`src/rtl/program_counter.sv`:
```
// Program-counter register for the single-cycle RV32 core.
// PC advances by INCREMENT or by a signed offset on every edge where LOAD is high.
module program_counter #(
  parameter int unsigned      WIDTH        = 32,
  parameter logic [WIDTH-1:0] RESET_VECTOR = '0,
  parameter int unsigned      INCREMENT    = 4
) (
  input  logic             CLK,
  input  logic             RST,
  input  logic             LOAD,
  input  logic             PCSrc,
  input  logic [WIDTH-1:0] ImmExt,
  output logic [WIDTH-1:0] PC
);

  localparam logic [WIDTH-1:0] STEP = WIDTH'(INCREMENT);

  logic [WIDTH-1:0] pc_q;
  logic [WIDTH-1:0] pc_d;
  logic [WIDTH-1:0] seq_pc;
  logic [WIDTH-1:0] branch_pc;

  // Two separate adders keep the sequential path independent of ImmExt.
  assign seq_pc    = pc_q + STEP;
  assign branch_pc = pc_q + ImmExt;

  always_comb begin
    pc_d = pc_q;
    if (LOAD) begin
      pc_d = PCSrc ? branch_pc : seq_pc;
    end
  end

  always_ff @(posedge CLK or negedge RST) begin
    if (!RST) begin
      pc_q <= RESET_VECTOR;
    end else begin
      pc_q <= pc_d;
    end
  end

  assign PC = pc_q;

endmodule

```
`config.mk`:
```
export PLATFORM = sky130hd
export DESIGN_NAME = program_counter
export DESIGN_NICKNAME = d
export VERILOG_FILES = /design/src/rtl/program_counter.sv
export SDC_FILE = /design/constraint.sdc
export NUM_CORES = 1
export LEC_CHECK = 0
export ABC_CLOCK_PERIOD_IN_PS = 2800
export BUFFER_PORTS_ARGS = -buffer_cell sky130_fd_sc_hd__buf_4
export CORE_MARGIN = 2
export CORE_UTILIZATION = 52
export DETAILED_ROUTE_END_ITERATION = 10
export PLACE_DENSITY = 0.87
export SYNTH_ARGS = -nofsm -noshare
export SYNTH_HDL_FRONTEND = slang
export SYNTH_SLANG_ARGS = --single-unit
```
`constraint.sdc`:
```
create_clock -name CLK -period 2.8 [get_ports CLK]
set_clock_uncertainty 0.15 [all_clocks]
set_input_delay 0 -clock CLK [delete_from_list [all_inputs] [get_ports CLK]]
set_output_delay 0 -clock CLK [all_outputs]
set_load 0.01 [all_outputs]
```
* Word level (Yosys, flattened, before mapping)
Index checks and enable logic that the tools add are counted.
** Cells by class
- Multiplexer cells :: 1
- Add/subtract/negate cells :: 2
** Operators by type and width (number)
- adder 32 x 3 -> 32 bit (second input constant) :: 1
- adder 32 bit :: 1
- 2-to-1 mux 32 bit :: 1
** Storage, ports and cells
- Register bits after elaboration :: 32

* Longest topological paths before layout
- Depth after elaboration :: 2
- Gate-level depth with buffers :: 11

* Worst setup path after synthesis
OpenSTA, ideal clock, no wires.
- Kind :: reg-to-reg
- Start point :: reg pc_q[0] (netlist: PC[0])
- End point :: reg pc_q[22] (netlist: PC[22])
- Arrival :: 2.408 ns
- Data required time :: 2.524 ns
- Setup slack :: 0.116 ns
- Stages on the path, launching flop included :: 12
- Library setup time :: 0.126 ns
- Cells stage by stage :: dfrtp_1 -> ha_1 -> inv_1 -> fa_1 -> nand2b_1 -> a21oi_1 -> o311ai_2 -> a21oi_1 -> o2111ai_2 -> nand3_1 -> o21ai_0 -> a221o_1
** On the way
- Word-level cells in the longest chain between the ends :: 2
** RTL lines
- start: declaration :: line 18 : logic [WIDTH-1:0] pc_q;
- start signal: assignment :: line 38 : pc_q <= pc_d;
- adder 32 x 3 -> 32 bit / adder 32 bit (equally long branches) :: line 24, 25
- 2-to-1 mux 32 bit * :: line 30 : pc_d = PCSrc ? branch_pc : seq_pc;
Every way passes the cells marked *; elsewhere a longest branch is shown, timed or not.
A chain may end at the register's enable or synchronous reset.

* Worst setup path in the final report
- Start point :: reg pc_q[11] (netlist: PC[11])
- End point :: reg pc_q[31] (netlist: PC[31])
Same word-level chain as after synthesis.

==> results.tsv <==
metric	value	unit
status	finished, final reports clean	
drc_errors	0	
wl_per_cell	17.8	um
n_antenna_cell	0	
h-tree-depth	2	
grt_pass1_wl	18.4	mm
wl	11.6	mm
drive_gt1_share	24.1	%
grt_antenna_before_repair	0	
fp.dieH	88.0	um
grt_pass1_vias	3894	
synth_top_family_by_area	compound AO/OA/AOI/OAI gates	
synthAdderAreaFrac	11.5	%
path_clk_slew	80	ps
rr_endpoint	PC[31]	
final_common_cell	buf_4	
syn_inst	473	
tightest_slew	635	ps
design_area	4620	um2
finalCritPeriodShare	98.7	%
finalSetupViolCount	0	
drt-initial-drc-count	428	
critical_path_class	register to register	
final_hold_viol_count	0	
synth_cell_types	74	
ys.warnings.count	0	
cts_buffer_depth	2	
slew_viol_final	0	
holdPathStages	3	
syn_area	3670	um2
critPathCaptureType	register	
cts_tree	built	
min_to	PC[27]	
core-area	6790	um2
min_period	2760	ps
vias	4193	
worstPathArrival	2840	ps
total_power	5050	uW
p_per_area	1090	nW/um2
crit_path_start_kind	register	
gr-usage-all-layers	29.9	%
cts_root_buffer	clkbuf_8	
synth_ff_type	dfrtp_1	
post-dp-hpwl	8.29	mm
maxCapViolations	0	
ff2ff_path_depth	9	
cp_data_required_time	2870	ps
numCtsBuffers	5	
synth_compound_area_share	36.0	%
rows	30	
clock-sinks	32	
rrSetupSlack	40	ps
yosysSeqAreaShare	21.8	%
synth_xor_area_share	5.02	%
first_pass_iters	5	
dieWidth	88.0	um
areaGrowthSynthToFinish	26.0	%
async_reset_ff_share	100	%
slew_headroom	57.7	%
critPathMaxFanout	6	
place.gp.congestion	1.01	
grt_overflow	0	
max_freq	0.362	GHz
clk_latency	300	ps
hp-class	primary input to register	
yosys.area_share.simple	20.7	%
nets	623	
hp-start	ImmExt[27]	
setup_ws	35.9	ps
place_ws	-10.7	ps
syn_avg_cell_area	7.75	um2
io_buffers	67	
initial_core_util	54.0	%
grt_start_max_net_pins	67	
synth_seq_cells	32	
place_area	4370	um2
synthMuxAreaShare	1.13	%
io_pins	68	
synth-edff-count	0	
layout_common_cells	91 x buf_4, 65 x a21oi_1, 41 x nor2_1	
largest_reg_flops	32	
power.leakage	0.00207	uW
ir_worst_vdd	520	uV
r2r_start	PC[11]	
dieArea	7740	um2
postSynthNetCount	542	
via_per_inst	6.44	
ant_nets	0	
rsz0062_at_grt	true	
==> how the worst max path moves through the flow <==
| stage | from | end | slack [ps] | cells after the start |
|---|---|---|---|---|
| CTS | PC[11] | PC[31] | 30 | 9 |
| global route | PC[11] | PC[31] | -60 | 9 |
| finish | PC[11] | PC[31] | 40 | 9 |
| detailed placement | PC[0] | PC[22] | -10 | 11 |
| global placement | PC[0] | PC[22] | 90 | 11 |
| floorplan | PC[0] | PC[22] | 120 | 11 |
==> critical path: stages (launching register included) <==
cell and delay [ps]:
dfrtp_1 460, ha_2 420, nand4_1 190, nor4b_2 320, a21oi_2 150, a31oi_4 280, a31oi_2 140, xor2_1 170
o22ai_1 220, xor2_1 170
==> layout make-up <==
cell class	count	area [um2]
clock buffers	6	72.6
flip-flops and latches	32	801
inverters	14	52.6
well taps	96	120
fillers	564	2180
multi-input cells	408	2830
clock inverters	2	35.0
repair buffers	93	703
==> per-stage QoR <==
stage	cells	utilization [%]	hold slack (ps)	setup TNS, ps
after floorplan	473	-	-446	0
after global placement	639	64.3	-169	0
after detailed placement	639	64.3	-164	-12.5
after CTS	649	66.2	36.7	0
after global routing	651	68.0	58.8	-91.5
final	651	68.0	31.5	0
==> cells in the mapped netlist, drive strengths merged, types with 9 or more instances <==
master	number	area (um2)
a21o	15	113
a21oi	71	359
and3	9	57.6
clkbuf	14	52.6
dfrtp	32	801
ha	32	400
inv	13	48.8
nand2	38	143
nand3	17	90.1
nor2	44	178
o21ai	40	200
xnor2	12	105
xor2	9	78.8
==> where the power goes <==
group	switching [uW]	internal (uW)
clock	204	264
sequential	240	677
combinational	2050	1620
total	2490	2560
==> cell families after synthesis <==
kind of cell	after synthesis
AOI/OAI and AO/OA	203
and+or+nand+nor	147
buffers and inverters	33
adders and majority gates	33
DFF	32
xor gates and xnor gates	21
muxes	4
==> metal layers <==
layer	part of all wire (%)	routed length (um)	track usage, %
met1	42	4850	39.5
met2	48	5570	50.3
met3	8.0	922	5.00
met4	2.1	247	8.53
met5	0	0	0
==> repair_timing <==
| action | in CTS | in global routing |
|---|---|---|
| endpoints found under the hold margin | 33 | 0 |
| setup endpoints to repair | 4 | 16 |
| setup buffers | 0 | 2 |
| pin swaps | 1 | 11 |
| hold buffers | 2 | 0 |
| gates resized for setup | 1 | 20 |
Note: power is estimated with default switching activity, not from simulation.
